--- src/rtl/dispatcher_rr.sv ---
// Round-robin intake of worker results from NUM_CH channels. Each accepted result
// goes to the packet-request FIFO, the worker-result FIFO, the END pulse or the drop counter.

module dispatcher_rr_fifo #(
  parameter int WIDTH = 8,
  parameter int DEPTH = 4
) (
  input  logic             clk,
  input  logic             rst_n,
  input  logic             push,
  input  logic [WIDTH-1:0] din,
  input  logic             pop,
  output logic             full,
  output logic             valid,
  output logic [WIDTH-1:0] dout
);
  localparam int AW = $clog2(DEPTH);
  localparam logic [AW:0] DEPTH_C = (AW+1)'(DEPTH);

  logic [WIDTH-1:0] mem [DEPTH];
  logic [AW-1:0]    wr_ptr;
  logic [AW-1:0]    rd_ptr;
  logic [AW:0]      count;
  logic             wr_en;
  logic             rd_en;

  assign full  = (count == DEPTH_C);
  assign valid = (count != '0);
  assign dout  = mem[rd_ptr];
  // A full FIFO refuses a push even when a pop happens in the same cycle.
  assign wr_en = push & ~full;
  assign rd_en = pop & valid;

  always_ff @(posedge clk or negedge rst_n) begin
    if (!rst_n) begin
      wr_ptr <= '0;
      rd_ptr <= '0;
      count  <= '0;
    end else begin
      if (wr_en) wr_ptr <= wr_ptr + 1'b1;
      if (rd_en) rd_ptr <= rd_ptr + 1'b1;
      if (wr_en && !rd_en) begin
        count <= count + 1'b1;
      end else if (rd_en && !wr_en) begin
        count <= count - 1'b1;
      end
    end
  end

  always_ff @(posedge clk) begin
    if (wr_en) mem[wr_ptr] <= din;
  end
endmodule

module dispatcher_rr #(
  parameter int NUM_CH               = 4,
  parameter int FIFO_DEPTH           = 4,
  parameter int WORKER_RESULT_WIDTH  = 47,
  parameter int PACKET_REQUEST_WIDTH = 79,
  parameter int DROP_CNT_WIDTH       = 8
) (
  input  logic                                  CLK,
  input  logic                                  RST_N,
  output logic                                  EXECUTION_END,
  output logic [DROP_CNT_WIDTH-1:0]             DROP_COUNT,
  input  logic [NUM_CH-1:0]                     RECEIVE_WR_VALID,
  input  logic [NUM_CH*WORKER_RESULT_WIDTH-1:0] RECEIVE_WR_DATA,
  output logic [NUM_CH-1:0]                     RECEIVE_WR_READY,
  output logic                                  SEND_WR_VALID,
  output logic [WORKER_RESULT_WIDTH-1:0]        SEND_WR_DATA,
  input  logic                                  SEND_WR_READY,
  output logic                                  SEND_PR_VALID,
  output logic [PACKET_REQUEST_WIDTH-1:0]       SEND_PR_DATA,
  input  logic                                  SEND_PR_READY
);
  localparam int W       = WORKER_RESULT_WIDTH;
  localparam int DATA_W  = 32;
  localparam int COLOR_W = 4;
  localparam int ADDR_W  = W - 3 - COLOR_W - DATA_W;
  localparam int PW      = (NUM_CH > 1) ? $clog2(NUM_CH) : 1;

  localparam logic [PW:0]   NCH_C   = (PW+1)'(NUM_CH);
  localparam logic [PW-1:0] LAST_CH = PW'(NUM_CH - 1);

  localparam logic [2:0] OPT_EXEC  = 3'd0;
  localparam logic [2:0] OPT_ONE   = 3'd1;
  localparam logic [2:0] OPT_LEFT  = 3'd2;
  localparam logic [2:0] OPT_RIGHT = 3'd3;
  localparam logic [2:0] OPT_END   = 3'd4;

  typedef enum logic [1:0] {CL_PR, CL_WR, CL_END, CL_DROP} cls_t;

  // Worker-result layout: {dest_option[2:0], dest_addr, color[3:0], data[31:0]}
  function automatic logic [2:0] get_dest_option(input logic [W-1:0] r);
    return r[W-1 -: 3];
  endfunction

  function automatic logic [ADDR_W-1:0] get_dest_addr(input logic [W-1:0] r);
    return r[DATA_W+COLOR_W +: ADDR_W];
  endfunction

  function automatic logic [COLOR_W-1:0] get_color(input logic [W-1:0] r);
    return r[DATA_W +: COLOR_W];
  endfunction

  function automatic logic [DATA_W-1:0] get_data(input logic [W-1:0] r);
    return r[DATA_W-1:0];
  endfunction

  function automatic logic [PACKET_REQUEST_WIDTH-1:0] make_packet_request(
    input logic [2:0]         dest_option,
    input logic [ADDR_W-1:0]  dest_addr,
    input logic [COLOR_W-1:0] color,
    input logic [DATA_W-1:0]  data,
    input logic [31:0]        ext
  );
    return {dest_option, dest_addr, color, data, ext};
  endfunction

  function automatic cls_t classify(input logic [2:0] opt);
    case (opt)
      OPT_EXEC, OPT_ONE:  return CL_PR;
      OPT_LEFT, OPT_RIGHT: return CL_WR;
      OPT_END:            return CL_END;
      default:            return CL_DROP;
    endcase
  endfunction

  logic [W-1:0]      ch_data [NUM_CH];
  cls_t              ch_cls  [NUM_CH];
  logic [NUM_CH-1:0] elig;
  logic              pr_full;
  logic              wr_full;
  logic [PW-1:0]     ptr;
  logic [PW-1:0]     grant;
  logic              found;
  logic [PW:0]       idx;
  logic [W-1:0]      sel_data;
  cls_t              sel_cls;
  logic              push_pr;
  logic              push_wr;

  for (genvar i = 0; i < NUM_CH; i++) begin : g_unpack
    assign ch_data[i] = RECEIVE_WR_DATA[i*W +: W];
  end

  always_comb begin
    elig = '0;
    for (int i = 0; i < NUM_CH; i++) begin
      ch_cls[i] = classify(get_dest_option(ch_data[i]));
      case (ch_cls[i])
        CL_PR:   elig[i] = RECEIVE_WR_VALID[i] & ~pr_full;
        CL_WR:   elig[i] = RECEIVE_WR_VALID[i] & ~wr_full;
        default: elig[i] = RECEIVE_WR_VALID[i];
      endcase
    end
  end

  // First eligible channel at or after ptr, wrapping modulo NUM_CH.
  always_comb begin
    grant = '0;
    found = 1'b0;
    idx   = '0;
    for (int k = 0; k < NUM_CH; k++) begin
      idx = {1'b0, ptr} + (PW+1)'(k);
      if (idx >= NCH_C) idx = idx - NCH_C;
      if (!found && elig[idx[PW-1:0]]) begin
        found = 1'b1;
        grant = idx[PW-1:0];
      end
    end
  end

  always_comb begin
    RECEIVE_WR_READY = '0;
    if (found && RST_N) RECEIVE_WR_READY[grant] = 1'b1;
  end

  assign sel_data = ch_data[grant];
  assign sel_cls  = ch_cls[grant];
  assign push_pr  = found && (sel_cls == CL_PR);
  assign push_wr  = found && (sel_cls == CL_WR);

  always_ff @(posedge CLK or negedge RST_N) begin
    if (!RST_N) begin
      ptr           <= '0;
      EXECUTION_END <= 1'b0;
      DROP_COUNT    <= '0;
    end else begin
      EXECUTION_END <= found && (sel_cls == CL_END);
      if (found) ptr <= (grant == LAST_CH) ? '0 : grant + 1'b1;
      if (found && (sel_cls == CL_DROP) && (DROP_COUNT != '1)) begin
        DROP_COUNT <= DROP_COUNT + 1'b1;
      end
    end
  end

  dispatcher_rr_fifo #(
    .WIDTH (PACKET_REQUEST_WIDTH),
    .DEPTH (FIFO_DEPTH)
  ) u_pr_fifo (
    .clk   (CLK),
    .rst_n (RST_N),
    .push  (push_pr),
    .din   (make_packet_request(get_dest_option(sel_data), get_dest_addr(sel_data),
                                get_color(sel_data), get_data(sel_data), 32'b0)),
    .pop   (SEND_PR_READY),
    .full  (pr_full),
    .valid (SEND_PR_VALID),
    .dout  (SEND_PR_DATA)
  );

  dispatcher_rr_fifo #(
    .WIDTH (W),
    .DEPTH (FIFO_DEPTH)
  ) u_wr_fifo (
    .clk   (CLK),
    .rst_n (RST_N),
    .push  (push_wr),
    .din   (sel_data),
    .pop   (SEND_WR_READY),
    .full  (wr_full),
    .valid (SEND_WR_VALID),
    .dout  (SEND_WR_DATA)
  );
endmodule

--- config.mk ---
export PLATFORM = sky130hd
export DESIGN_NAME = dispatcher_rr
export DESIGN_NICKNAME = d
export VERILOG_FILES = /design/src/rtl/dispatcher_rr.sv
export SDC_FILE = /design/constraint.sdc
export NUM_CORES = 1
export LEC_CHECK = 0
export ABC_AREA = 1
export CAP_MARGIN = 15
export CELL_PAD_IN_SITES_DETAIL_PLACEMENT = 1
export CELL_PAD_IN_SITES_GLOBAL_PLACEMENT = 1
export CORE_UTILIZATION = 37
export CTS_CLUSTER_SIZE = 40
export DETAILED_ROUTE_END_ITERATION = 7
export GPL_TIMING_DRIVEN = 0
export PLACE_DENSITY = 0.82
export SETUP_SLACK_MARGIN = 0.5
export SYNTH_ARGS = -nofsm -noshare
export SYNTH_HDL_FRONTEND = slang
export SYNTH_SLANG_ARGS = --single-unit
--- constraint.sdc ---
create_clock -name CLK -period 4.6 [get_ports CLK]
set_input_delay 0.46 -clock CLK [delete_from_list [all_inputs] [get_ports CLK]]
set_output_delay 0.46 -clock CLK [all_outputs]
set_load 0.02 [all_outputs]
* Word-level counts from Yosys, hierarchy flattened
Memory sizes are Yosys's and may differ from the RTL's. Index checks and enable logic that the tools add are counted. W data, S select, Z words.
Storage, ports and cells: flip-flop bits (word level) 25, memory bits (writable) 376, input port bits 196, output and inout port bits 141, logic and storage cells 169, memories 2
Memory list:
- u_pr_fifo.mem | depth 4, bits a word 47, read ports 1, clocked after Yosys merged registers in 0, wr ports 1, RTL line 20 | logic [WIDTH-1:0] mem [DEPTH];
- u_wr_fifo.mem | depth 4, bits a word 47, read ports 1, clocked after Yosys merged registers in 0, wr ports 1, RTL line 20
Operators by class: $add $sub $neg 17, order comparisons 11, equal/unequal tests 27, multiplexer cells 46, bitwise gates (word level) 15, reduce and logical (&&, ||, !) cells 42
Operators with widths (number):
- $bmux W47 S2 | 1
- $mux W47 | 2
- $eq A3 B2 Y1 const B | 8
- $pmux W2 S3 | 4
- $mux W2 | 11
- $eq A3 B3 Y1 const B | 6
- $reduce_or A2 Y1 | 8
- $lt A2 B3 Y1 const B | 5
- $logic_and A1 B1 Y1 | 14
- $mux W1 | 13
- $and A1 B1 Y1 | 12
- $eq A3 B1 Y1 const B | 4
- $ge A3 B3 Y1 const B | 4
- $logic_not A3 Y1 | 4
- $mux W3 | 4
- $add A2 B1 Y2 const B | 5
- $eq A2 B1 Y1 const B | 5
- $logic_not A2 Y1 | 5
- $add A8 B1 Y8 const B | 1
- $bmux W1 S2 | 4
- $ne A8 B8 Y1 const B | 1
- $pmux W1 S2 | 4
- $sub A2 B1 Y2 const B | 4
- $logic_not A1 Y1 | 7
- 14 further kinds | 22

* Depth between registers and ports, before layout
Gate-level depths: netlist (run 1).
depth in word-level cells 28, mapped depth 26, mapped depth without buffers 26

* By module
A second synthesis (run 1) with hierarchy kept.
Unflattened totals: cells, all modules 2028, area total of the unflattened synthesis 23520.1 sq um
By module, submodules not included:
- dispatcher_rr_fifo (u_pr_fifo) | instances 1, cells each 982, area an instance 13150.1 sq um, seq. area each 9664.3 sq um
- dispatcher_rr_fifo (u_wr_fifo) | instances 1, cells each 609, area an instance 7900.1 sq um, seq. area each 5820.6 sq um
- dispatcher_rr | instances 1, cells each 437, area an instance 2469.9 sq um, seq. area each 275.3 sq um

* Worst setup path after synthesis (run 1)
No wires, ideal clock.
path type reg2reg, start point reg u_wr_fifo.count[0], end point mem u_wr_fifo.mem[0][0] (netlist bit), enable pin, setup time 0.452 ns, data arrival time 3.862 ns, required time 4.148 ns, path slack 0.287 ns, cell stages (with the launch flop) 20, buffers on the path 0, clock period less this slack 4.313 ns, path through dfrtp_1 nor2_2 nand2_2 nand2_1 nand3_1 nand3_1 nand2_1 nand2_1 nand2_2 nand2_2 nand2_1 nand2_2 nand2_2 inv_2 nand3_1 nand3_2 nand2_4 inv_2 nand3_2 nor2_1
On the way: cells in the longest elaborated chain, start to end 25, elaborated cells between the ends (all ways) 41, those cells by class eq/ne (2); mux (25); bitwise (7); reduce/logical (7)
RTL lines:
- start: declaration | RTL line 23 | logic [AW:0] count;
- start signal: assignment | RTL line 43 | count <= count + 1'b1;
- start signal: assignment | RTL line 45 | count <= count - 1'b1;
- $eq A3 B3 Y1 (*) | RTL line 27 | assign full = (count == DEPTH_C);
- $not A1 Y1 (*) | RTL line 31, 153
- $and A1 B1 Y1 | RTL line 153 | CL_WR: elig[i] = RECEIVE_WR_VALID[i] & ~wr_full;
- $pmux W1 S2 | RTL line 151 | case (ch_cls[i])
- $bmux W1 S2 | RTL line 167 | if (!found && elig[idx[PW-1:0]]) begin
- $mux W1 (not written as such) | RTL line 167
- $mux W1 | RTL line 167
- $logic_not A1 Y1 | RTL line 167
- [8 not listed]
- $not A2 Y3 (not written as such) | RTL line 180 | assign sel_cls = ch_cls[grant];
- $bmux W2 S2 | RTL line 180
- $mux W2 (not written as such) (2 in a row) | RTL line 180
- $eq A2 B1 Y1 | RTL line 182 | assign push_wr = found && (sel_cls == CL_WR);
- $logic_and A1 B1 Y1 | RTL line 182
- $and A1 B1 Y1 (*) | RTL line 31 | assign wr_en = push & ~full;
- $mux W1 (*) | RTL line 51 | if (wr_en) mem[wr_ptr] <= din;
- $mux W1 (not written as such) (*) | RTL line 51
- end: declaration | RTL line 20
Every way passes the cells marked *; elsewhere a longest branch is shown, timed or not. The select of a mux whose other input is x is not followed.

* Worst setup path after layout (run 1)
start point reg u_pr_fifo.count[0], end point mem u_pr_fifo.mem[0][29] (netlist bit), enable pin
On the way: cells in the longest elaborated chain, start to end 25, elaborated cells between the ends (all ways) 41, those cells by class eq/ne (1); mux (25); bitwise (7); reduce/logical (8)
RTL lines:
- start: declaration | RTL line 23
- start signal: assignment | RTL line 43
- start signal: assignment | RTL line 45
- $eq A3 B3 Y1 (*) | RTL line 27
- $not A1 Y1 (*) | RTL line 31, 152
- $and A1 B1 Y1 | RTL line 152 | CL_PR: elig[i] = RECEIVE_WR_VALID[i] & ~pr_full;
- $pmux W1 S2 | RTL line 151
- $bmux W1 S2 | RTL line 167
- $mux W1 (not written as such) | RTL line 167
- $mux W1 | RTL line 167
- $logic_not A1 Y1 | RTL line 167
- [8 not listed]
- $not A2 Y3 (not written as such) | RTL line 180
- $bmux W2 S2 | RTL line 180
- $mux W2 (not written as such) (2 in a row) | RTL line 180
- $logic_not A2 Y1 | RTL line 181 | assign push_pr = found && (sel_cls == CL_PR);
- $logic_and A1 B1 Y1 | RTL line 181
- $and A1 B1 Y1 (*) | RTL line 31
- $mux W1 (*) | RTL line 51
- $mux W1 (not written as such) (*) | RTL line 51
- end: declaration | RTL line 20
Marked as above.

==> results.sh, run 1 <==
export IMPL_worstSetupPathType="reg2reg"
export IMPL_drc=0
export IMPL_cp_arrival_ps=4340
export IMPL_detailed_place_hpwl_um=42200
export IMPL_start_util_pct=37.8
export IMPL_cts_tree="built"
export IMPL_cts_root_buffer="clkbuf_16"
export IMPL_ys_types=40
export IMPL_synthFlopType="edfxtp_1"
export IMPL_relSlewSlack_pct=33.3
export IMPL_async_flop_share_pct=6.23
export IMPL_fmax_ghz=0.244
export IMPL_die_h_um=218
export IMPL_whs_ps=403
export IMPL_r2r_end="u_pr_fifo.mem[0][29]"
export IMPL_drt_first_iter_violations=944
export IMPL_die_area_sq_um=47600
export IMPL_synth_edf_count=376
export IMPL_wl_met3_um=3800
export IMPL_clk_path_buf_depth=3
export IMPL_fin_crit_ps=4100
export IMPL_layout_commonest_cell="edfxtp_1"
export IMPL_clk_pin_slew_ps=60
export IMPL_cts_made_buffers=42
export IMPL_ant_nets=0
export IMPL_area_growth_pct=32.0
export IMPL_cp_required_ps=4840
export IMPL_htreeDepth=2
export IMPL_vias=13500
export IMPL_final_cell_mix="edfxtp_1 (376), clkdlybuf4s50_1 (299), nor2_1 (291)"
export IMPL_hold_violations=0
export IMPL_ys_warn_count=0
export IMPL_die_x_um=218
export IMPL_hp_class="in2async"
export IMPL_gr_total_overflow=0
export IMPL_ff2ff_setup_slack_ps=500
export IMPL_start_kind="flip-flop"
export IMPL_rr_worst_depth=19
export IMPL_wl_met2_um=30800
export IMPL_fin_nets=2070
export IMPL_wl_um=60800
export IMPL_first_pass_iters=7
export IMPL_routed_via_density=5.42
export IMPL_endpoint="u_pr_fifo.mem[0][29]"
export IMPL_slew_viol_final=0
export IMPL_synth_area_sq_um=17300
export IMPL_fin_crit_sh_pct=89.1
export IMPL_worst_pin_slew_ps=998
export IMPL_avgSynthCellArea_sq_um=11.8
export IMPL_core_sq_um=45700
export IMPL_grt_pass1_wl_um=87400
export IMPL_wl_met1_um=24800
export IMPL_wire_per_inst_um=24.4
export IMPL_clk_latency_ps=560
export IMPL_ys_seq_area_share_pct=69.0
export IMPL_rows=78
export IMPL_drive_gt1_share_pct=9.38
export IMPL_rsz0062_at_grt="true"
export IMPL_syn_inst=1463
export IMPL_outcome="complete, no violations"
export IMPL_crit_path_start="u_pr_fifo.count[0]"
export IMPL_yosys_register_bits=401
export IMPL_setup_viol=0
export IMPL_globalplace_congestion=0.813
export IMPL_grt_pass1_vias=14400
export IMPL_cap_violations=0
export IMPL_antenna_found_initial=1
export IMPL_critPathMaxFanout=27
export IMPL_cts_sinks=401
export IMPL_port_buffer_count=304
export IMPL_fin_skew_ps=20.5
export IMPL_top_layer="met4"
export IMPL_grt_max_degree=28
export IMPL_r2r_start="u_pr_fifo.count[0]"
export IMPL_io_pins=337
export IMPL_end_kind="flip-flop"
export IMPL_grt_usage_pct=24.8
how the worst min path moves through the flow:
stage,startpoint,to,cells after the start
after global routing,RST_N,ptr[1],3
after floorplan,RST_N,DROP_COUNT[0],0
final,RST_N,EXECUTION_END,3
after detailed placement,u_wr_fifo.wr_ptr[1],u_wr_fifo.wr_ptr[1],2
after CTS,RST_N,ptr[1],3
after global placement,u_pr_fifo.wr_ptr[1],u_pr_fifo.wr_ptr[1],2
registers in the layout, summed over array words and instances (netlist names), 3 cells and up:
signal           cells
DROP_COUNT           8
u_pr_fifo.mem      188
u_wr_fifo.count      3
u_pr_fifo.count      3
u_wr_fifo.mem      188
per-layer routing:
layer | GRT usage (%) | vias up
met5 | 0 | -
met4 | 7.81 | 0
met3 | 3.70 | 83
met2 | 44.2 | 532
met1 | 30.8 | 6806
li1 | - | 6066
kinds of logic (layout without fill, tap and decap cells):
kind of cell    Yosys count  in the layout  synth area share [%]
buf+inv                 169            561                  4.61
mux                       2              2                 0.130
simple gates            429            431                  10.7
xor+xnor                 13             13                 0.703
other cells               1             33                0.0217
fa+ha+maj                17             17                  1.32
flops                   401            401                  69.0
compound gates          431            431                  13.6
worst max-delay path, cell delays in order (launching register included):
cell and delay, ps:
dfrtp_1 430, nor2_2 140, nand2_1 180, nand2_1 110, nand3_1 110, nand3_1 110, nand2_1 80, nand2_1 100
nand2_2 100, nand2_2 90, nand2_1 70, nand2_2 100, nand3_4 160, buf_4 200, nand2_1 80, nand3_2 110
nand2_4 180, nand3_2 340, nor2_4 760, buf_12 300
layout make-up:
| class | count | area [sq um] |
|---|---|---|
| Fill cell | 4874 | 22900 |
| Sequential cell | 401 | 11900 |
| Multi-Input combinational cell | 926 | 4760 |
| Timing Repair Buffer | 317 | 3240 |
| Clock buffer | 48 | 1090 |
| Tap cell | 600 | 751 |
| Buffer | 123 | 657 |
| Clock inverter | 27 | 206 |
| Inverter | 46 | 173 |
| Antenna cell | 1 | 2.50 |
Yosys cell counts (15+ instances only):
cell type,n,area (sq um)
buf_4,36,270
dfrtp_1,25,626
nand2_1,62,233
o21ai_1,19,95.1
edfxtp_1,376,11300
o22ai_1,138,863
o21ai_0,260,1300
nor2_1,299,1120
clkbuf_1,66,248
buf_2,21,105
ha_1,15,188
nand3_1,31,155
inv_1,41,154
metrics by stage:
| step | area, sq um | cells | worst slack [ps] | setup TNS (ps) | util, % |
|---|---|---|---|---|---|
| after floorplan | 17400 | 1494 | 287 | 0 | - |
| after global placement | 21200 | 2398 | -2440 | -800540 | 46.4 |
| after detailed placement | 21400 | 2406 | 106 | 0 | 46.8 |
| after CTS | 22800 | 2486 | 322 | 0 | 49.9 |
| after global routing | 22800 | 2488 | 277 | 0 | 49.9 |
| final | 22800 | 2489 | 501 | 0 | 49.9 |
what timing repair did:
| item | CTS | global route |
|---|---|---|
| gates resized for setup | 15 | 6 |
| hold endpoints to repair | 25 | 0 |
| pin swaps | 2 | 3 |
| setup endpoints to repair | 219 | 209 |
| gates cloned | 0 | 2 |
| hold buffers | 2 | 0 |
| buffers inserted | 3 | 0 |
Power of run 1 is not shown: default switching activity piles up to over one toggle a cycle in this logic, so the estimate is an artifact.
==> inputs of run 2 (changes only) <==
--- a/config.mk
+++ b/config.mk
@@ -9,6 +9,7 @@
 export CAP_MARGIN = 15
 export CELL_PAD_IN_SITES_DETAIL_PLACEMENT = 1
 export CELL_PAD_IN_SITES_GLOBAL_PLACEMENT = 1
+export CORE_ASPECT_RATIO = 0.6
 export CORE_UTILIZATION = 37
 export CTS_CLUSTER_SIZE = 40
 export DETAILED_ROUTE_END_ITERATION = 7
==> run 2 against run 1 <==
  * Clock-buffer cell count increased by 6
  * Worst hold slack got worse by 100 ps
  * Critical path depth fell by 14
  * Worst setup slack worse by 16 ps
  * Critical endpoint is now SEND_WR_DATA[5]
==> results.sh, run 2 (synthesis gave the netlist of run 1 again) <==
export IMPL_nFillCells=4815
export IMPL_r2r_start="u_pr_fifo.count[1]"
export IMPL_detailed_place_hpwl_um=45900
export IMPL_hold_violations=0
export IMPL_slowest_stage="clkdlybuf4s50_1"
export IMPL_fin_crit_sh_pct=89.5
export IMPL_worst_pin_slew_ps=1120
export IMPL_final_cell_mix="edfxtp_1 (376), clkdlybuf4s50_1 (300), nor2_1 (291)"
export IMPL_cap_violations=0
export IMPL_port_buffer_count=304
export IMPL_ff2ff_setup_slack_ps=640
export IMPL_cts_tree="built"
export IMPL_clk_pin_slew_ps=70
export IMPL_start_util_pct=38.0
export IMPL_gr_total_overflow=0
export IMPL_htreeDepth=2
export IMPL_globalplace_congestion=0.851
export IMPL_wire_per_inst_um=26.6
export IMPL_area_growth_pct=33.1
export IMPL_multi_input_area_sq_um=4810
export IMPL_die_h_um=169
export IMPL_crit_path_start="u_wr_fifo.rd_ptr[0]"
export IMPL_end_kind="primary output"
export IMPL_worstSetupPathType="reg2out"
export IMPL_path_buf_inv=3
export IMPL_outcome="complete, no violations"
export IMPL_grt_pass1_wl_um=94400
export IMPL_layout_commonest_cell="edfxtp_1"
export IMPL_drc=0
export IMPL_core_sq_um=45400
export IMPL_cts_sinks=401
export IMPL_fin_nets=2080
export IMPL_vias=14200
export IMPL_die_area_sq_um=47600
export IMPL_rsz0062_at_grt="true"
export IMPL_fin_crit_ps=4110
export IMPL_cts_root_buffer="clkbuf_16"
export IMPL_cts_hold_buf=0
export IMPL_grt_max_degree=27
export IMPL_first_pass_iters=7
export IMPL_rr_worst_depth=15
export IMPL_r2r_end="u_wr_fifo.mem[3][10]"
export IMPL_reg_top3="u_pr_fifo.mem: 188 flops, u_wr_fifo.mem: 188 flops, DROP_COUNT: 8 flops"
export IMPL_antenna_found_initial=3
export IMPL_post_route_util_pct=50.6
export IMPL_rows=60
export IMPL_layoutNonFillerInstCount=2520
export IMPL_cts_made_buffers=40
export IMPL_fmax_ghz=0.243
export IMPL_wl_um=67000
export IMPL_slowest_delay_ps=710
export IMPL_fin_ws_ps=485
export IMPL_crit_chain="clkbuf_1 -> clkbuf_1 -> nor2_1 -> o22ai_1 -> clkdlybuf4s50_1"
export IMPL_drive_gt1_share_pct=10.0
export IMPL_die_x_um=281
export IMPL_slew_viol_final=0
export IMPL_hp_class="in2async"
export IMPL_dp_slack_ps=186
export IMPL_grt_usage_pct=27.0
export IMPL_clk_latency_ps=560
export IMPL_placed_cells=2430
export IMPL_ant_nets=0
export IMPL_start_kind="flip-flop"
export IMPL_critPathTopFamily="buffers and inverters"
export IMPL_clk_path_buf_depth=3
export IMPL_cp_common_cell="clkbuf_1"
export IMPL_fin_skew_ps=28.0
export IMPL_drt_first_iter_violations=1625
export IMPL_routed_via_density=5.65
export IMPL_cp_required_ps=4140
export IMPL_critPathMaxFanout=10
export IMPL_seqCellArea_sq_um=11900
export IMPL_setup_tns_ps=0
export IMPL_grt_pass1_vias=14700
export IMPL_cp_arrival_ps=3650
export IMPL_io_pins=337
export IMPL_setup_viol=0
export IMPL_relSlewSlack_pct=25.7
## run 2: cell types whose count changed in the layout (fill, tap and decap cells not counted), moves of 3 or more
| cell | previous run | this run |
|---|---|---|
| buf_4 | 39 | 44 |
| clkbuf_1 | 70 | 76 |
| clkinv_2 | 10 | 3 |
| nor2_2 | 4 | 7 |
| buf_6 | 2 | 6 |
| clkinv_1 | 12 | 6 |
## run 2: final cells by class
type | instances | area share (%)
flip-flops and latches | 401 | 51.8
multi-input cells | 929 | 20.9
repair buffers | 326 | 14.6
clock buffers | 54 | 4.67
well taps | 620 | 3.37
plain buffers | 123 | 2.87
clock inverters | 18 | 0.985
inverters | 46 | 0.751
diodes | 3 | 0.0326
## run 2: how the worst max path moves through the flow
stage / cells after the start / to
floorplan: 19 / u_wr_fifo.mem[0][0]
detailed placement: 14 / u_pr_fifo.mem[1][25]
CTS: 17 / RECEIVE_WR_READY[0]
global route: 17 / RECEIVE_WR_READY[0]
finish: 5 / SEND_WR_DATA[5]
global placement: 13 / u_wr_fifo.mem[0][25]
## run 2: timing repair
action / in CTS / in global routing
cloned: 0 / 5
setup endpoints to repair: 101 / 150
gates resized for setup: 13 / 21
pin swaps: 1 / 6
buffers inserted: 1 / 9
## run 2: per-layer routing
layer | part of all wire, % | global-route usage [%] | vias up
li1 | - | - | 6087
met1 | 40 | 35.6 | 7277
met2 | 49 | 45.1 | 744
met3 | 7.5 | 4.05 | 124
met4 | 3.0 | 10.0 | 0
met5 | 0 | 0 | -
## run 2: through the flow
step	hold slack (ps)	cell area (sq um)
3_3_place_gp	511	21200
3_5_place_dp	545	21500
5_1_grt	349	23000
6_report	299	23000
4_1_cts	314	22800
2_1_floorplan	164	17400
## run 2: worst reg2reg max path: stages (launching register included)
cell and delay, ps:
dfrtp_1 440, nor2_2 190, nand2_2 110, nand2_1 80, nand3_1 110, nand3_1 120, nand3_1 110, nand2_2 190
nand3_1 130, nand3_1 180, nand2_1 120, o21ai_4 120, buf_4 220, clkbuf_1 440, o21ai_0 180, o22ai_1 870
Power of run 2 is left out for the same reason.
==> inputs of run 3 (changes only) <==
--- a/config.mk
+++ b/config.mk
@@ -5,12 +5,12 @@
 export SDC_FILE = /design/constraint.sdc
 export NUM_CORES = 1
 export LEC_CHECK = 0
-export ABC_AREA = 1
-export CAP_MARGIN = 15
+export ABC_AREA = 0
+export CAP_MARGIN = 30
 export CELL_PAD_IN_SITES_DETAIL_PLACEMENT = 1
 export CELL_PAD_IN_SITES_GLOBAL_PLACEMENT = 1
 export CORE_ASPECT_RATIO = 0.6
-export CORE_UTILIZATION = 37
+export CORE_UTILIZATION = 39
 export CTS_CLUSTER_SIZE = 40
 export DETAILED_ROUTE_END_ITERATION = 7
 export GPL_TIMING_DRIVEN = 0
==> run 3 against run 2 <==
  * Sequential share of layout area shrank 0.82 points
  * Non-clock buffer count up 23
  * Global-route usage shrank 2.7 points
  * Fmax shrank 8.7%
  * Core utilization up 4.7 points
  * Flip-flop and latch count stayed put
  * Area after synthesis decreased by 2.6%
  * Highest routed layer unchanged
  * Die area decreased by 7.5%
  * Synthesized cell count fell by 31%
  * Cell count fell by 18%
  * Clock-buffer cell count down 6
==> results.sh, run 3 <==
export IMPL_cp_arrival_ps=4960
export IMPL_grt_pass1_vias=11400
export IMPL_clk_path_buf_depth=3
export IMPL_fin_nets=1682
export IMPL_wire_per_inst_um=27.7
export IMPL_wl_met1_um=24100
export IMPL_fin_skew_ps=15.4
export IMPL_io_pins=337
export IMPL_synth_xor_area_share_pct=0.989
export IMPL_start_kind="flip-flop"
export IMPL_yosys_register_bits=401
export IMPL_cts_made_buffers=39
export IMPL_area_growth_pct=38.9
export IMPL_wl_met3_um=3510
export IMPL_p_switching_mw=6.89
export IMPL_die_h_um=163
export IMPL_detailed_place_hpwl_um=36100
export IMPL_outcome="complete, no violations"
export IMPL_first_pass_iters=5
export IMPL_die_area_sq_um=44000
export IMPL_drc=0
export IMPL_synth_mux_area_share_pct=13.1
export IMPL_synth_common_cells="edfxtp_1 (376), nand2_1 (191), mux4_2 (94), and3_1 (53), a31oi_1 (46)"
export IMPL_comb_power_share_pct=48.2
export IMPL_antenna_found_initial=3
export IMPL_worst_pin_slew_ps=1020
export IMPL_wl_met2_um=28500
export IMPL_worstSetupPathType="reg2reg"
export IMPL_synth_area_sq_um=16800
export IMPL_gr_total_overflow=0
export IMPL_fin_crit_ps=4510
export IMPL_routed_via_density=5.41
export IMPL_top_layer="met4"
export IMPL_yosysMostFrequentCell="edfxtp_1"
export IMPL_reg_top3="u_pr_fifo.mem: 188 flops, u_wr_fifo.mem: 188 flops, DROP_COUNT: 8 flops"
export IMPL_drt_first_iter_violations=1008
export IMPL_ys_types=46
export IMPL_cts_sinks=401
export IMPL_rows=58
export IMPL_setup_viol=0
export IMPL_power_frac_seq_pct=33.7
export IMPL_fin_crit_sh_pct=98.0
export IMPL_yosys_area_top_type="edfxtp_1"
export IMPL_synth_edf_count=376
export IMPL_ant_nets=0
export IMPL_die_x_um=270
export IMPL_cts_tree="built"
export IMPL_core_sq_um=42200
export IMPL_rr_worst_depth=15
export IMPL_hp_class="in2async"
export IMPL_htreeDepth=2
export IMPL_p_clk_share_pct=18.1
export IMPL_swShare_pct=38.2
export IMPL_post_route_util_pct=55.3
export IMPL_clk_pin_slew_ps=70
export IMPL_whs_ps=306
export IMPL_drive_gt1_share_pct=22.8
export IMPL_peakVddDrop_uv=453
export IMPL_layoutNonFillerInstCount=2070
export IMPL_ff2ff_setup_slack_ps=90
export IMPL_clk_latency_ps=540
export IMPL_r2r_start="u_pr_fifo.count[1]"
export IMPL_slew_viol_final=0
export IMPL_grt_pass1_wl_um=76700
export IMPL_placed_area_sq_um=21000
export IMPL_hold_violations=0
export IMPL_synth_area_top_cells="edfxtp_1 (67%), mux4_2 (13%), nand2_1 (4.3%)"
export IMPL_critPathMaxFanout=6
export IMPL_synthFlopType="edfxtp_1"
export IMPL_cts_root_buffer="clkbuf_16"
export IMPL_ys_seq_area_share_pct=70.8
export IMPL_stdcell_area_sq_um=23400
export IMPL_syn_inst=1007
export IMPL_p_total_mw=18.1
export IMPL_synth_compound_area_share_pct=2.82
export IMPL_ys_warn_count=0
export IMPL_end_kind="flip-flop"
export IMPL_rsz0062_at_grt="true"
export IMPL_p_per_area_nw_per_um2=773
export IMPL_yosys_area_share_simple_pct=7.94
export IMPL_cp_required_ps=5050
export IMPL_vias=11200
export IMPL_synthAdderAreaFrac_pct=1.35
export IMPL_layout_commonest_cell="edfxtp_1"
export IMPL_grt_max_degree=48
export IMPL_synth_top_cell_area_share_pct=67.1
export IMPL_grt_usage_pct=24.2
export IMPL_wl_um=57300
export IMPL_globalplace_congestion=0.843
export IMPL_synth_top_family_by_area="multiplexers"
export IMPL_avgSynthCellArea_sq_um=16.7
export IMPL_p_leak_nw=8.32
export IMPL_r2r_end="u_pr_fifo.count[2]"
export IMPL_relSlewSlack_pct=32.1
export IMPL_internal_power_mw=11.2
export IMPL_start_util_pct=39.9
export IMPL_port_buffer_count=304
export IMPL_final_cell_mix="edfxtp_1 (376), clkdlybuf4s50_1 (300), nand2_1 (190)"
export IMPL_cap_violations=0
export IMPL_fmax_ghz=0.222
export IMPL_async_flop_share_pct=6.23
export IMPL_placed_cells=1925
run 3: cell count changes in the layout (fill, tap and decap cells not counted), moves of 17 or more:
cell      before  now
nand2_1       61  190
o22ai_1      136    0
buf_4         44   85
o21ai_0      260    4
a31oi_1        1   29
and3_1         1   53
buf_2         18    1
nor2_1       291   11
o21ai_1       19    1
a31oi_2        0   17
nand3_1       31   12
clkbuf_1      76   36
inv_1         41   13
mux4_2         0   94
run 3: cell type report:
class	instances	area, sq um
Antenna cell	1	2.50
Multi-Input combinational cell	539	4820
Fill cell	4011	18900
Clock inverter	23	238
Sequential cell	401	11900
Clock buffer	48	1040
Inverter	16	77.6
Tap cell	570	713
Timing Repair Buffer	386	4040
Buffer	86	517
run 3: cell families after synthesis:
family / after synthesis
other: 1
adders and majority gates: 17
xor gates and xnor gates: 19
and+or+nand+nor: 293
muxes: 101
buffers and inverters: 102
AOI/OAI and AO/OA: 73
DFF: 401
run 3: stage by stage:
step / setup WS [ps] / TNS (ps)
5_1_grt: 32.2 / 0
6_report: 94.1 / 0
3_5_place_dp: -624 / -164720
3_3_place_gp: -1730 / -653930
4_1_cts: 327 / 0
2_1_floorplan: 393 / 0
run 3: repair_timing:
item                       in CTS  in global routing
gates resized for setup        50                 63
pin swaps                      11                 18
gates cloned                    0                 11
setup buffers                  28                 32
setup endpoints to repair     760                470
hold buffers                    0                  0
run 3: power by group through the flow:
stage	Clock (mW)	Combinational, mW	Sequential, mW
final	3.26	8.71	6.09
after global placement	0	7.23	6.11
after detailed placement	0	7.68	6.14
after CTS	3.30	8.03	6.08
after floorplan	0	4.13	6.04
after global routing	3.41	9.14	6.16
run 3: per-layer routing:
metal  track usage [%]  vias up
met4              5.47        0
met5                 0        -
met1              32.9     5899
met3              4.47       71
met2              40.9      445
li1                  -     4789
run 3: how the worst max path moves through the flow:
stage | from | end | slack, ps | cells after the start
2_1_floorplan | u_pr_fifo.count[1] | u_wr_fifo.mem[0][0] | 390 | 12
3_3_place_gp | RECEIVE_WR_DATA[45] | u_wr_fifo.mem[0][20] | -1730 | 13
3_5_place_dp | RECEIVE_WR_DATA[45] | u_wr_fifo.mem[1][24] | -620 | 12
4_1_cts | u_wr_fifo.count[0] | u_pr_fifo.count[2] | 330 | 14
5_1_grt | u_pr_fifo.count[1] | u_pr_fifo.count[2] | 30 | 15
6_report | u_pr_fifo.count[1] | u_pr_fifo.count[2] | 90 | 15
run 3: worst max-delay path, cell delays in order (launching register included):
cell and delay, ps:
dfrtp_2 480, nor4b_1 500, o21bai_1 190, nand2_1 220
o311ai_2 160, a2111oi_1 680, a21oi_1 190, a21o_1 280
nor4_4 310, buf_4 200, ha_1 210, inv_1 70
fa_1 390, xor2_1 180, nor2_1 160, xor2_1 200
Power figures use the tool's default switching activity.
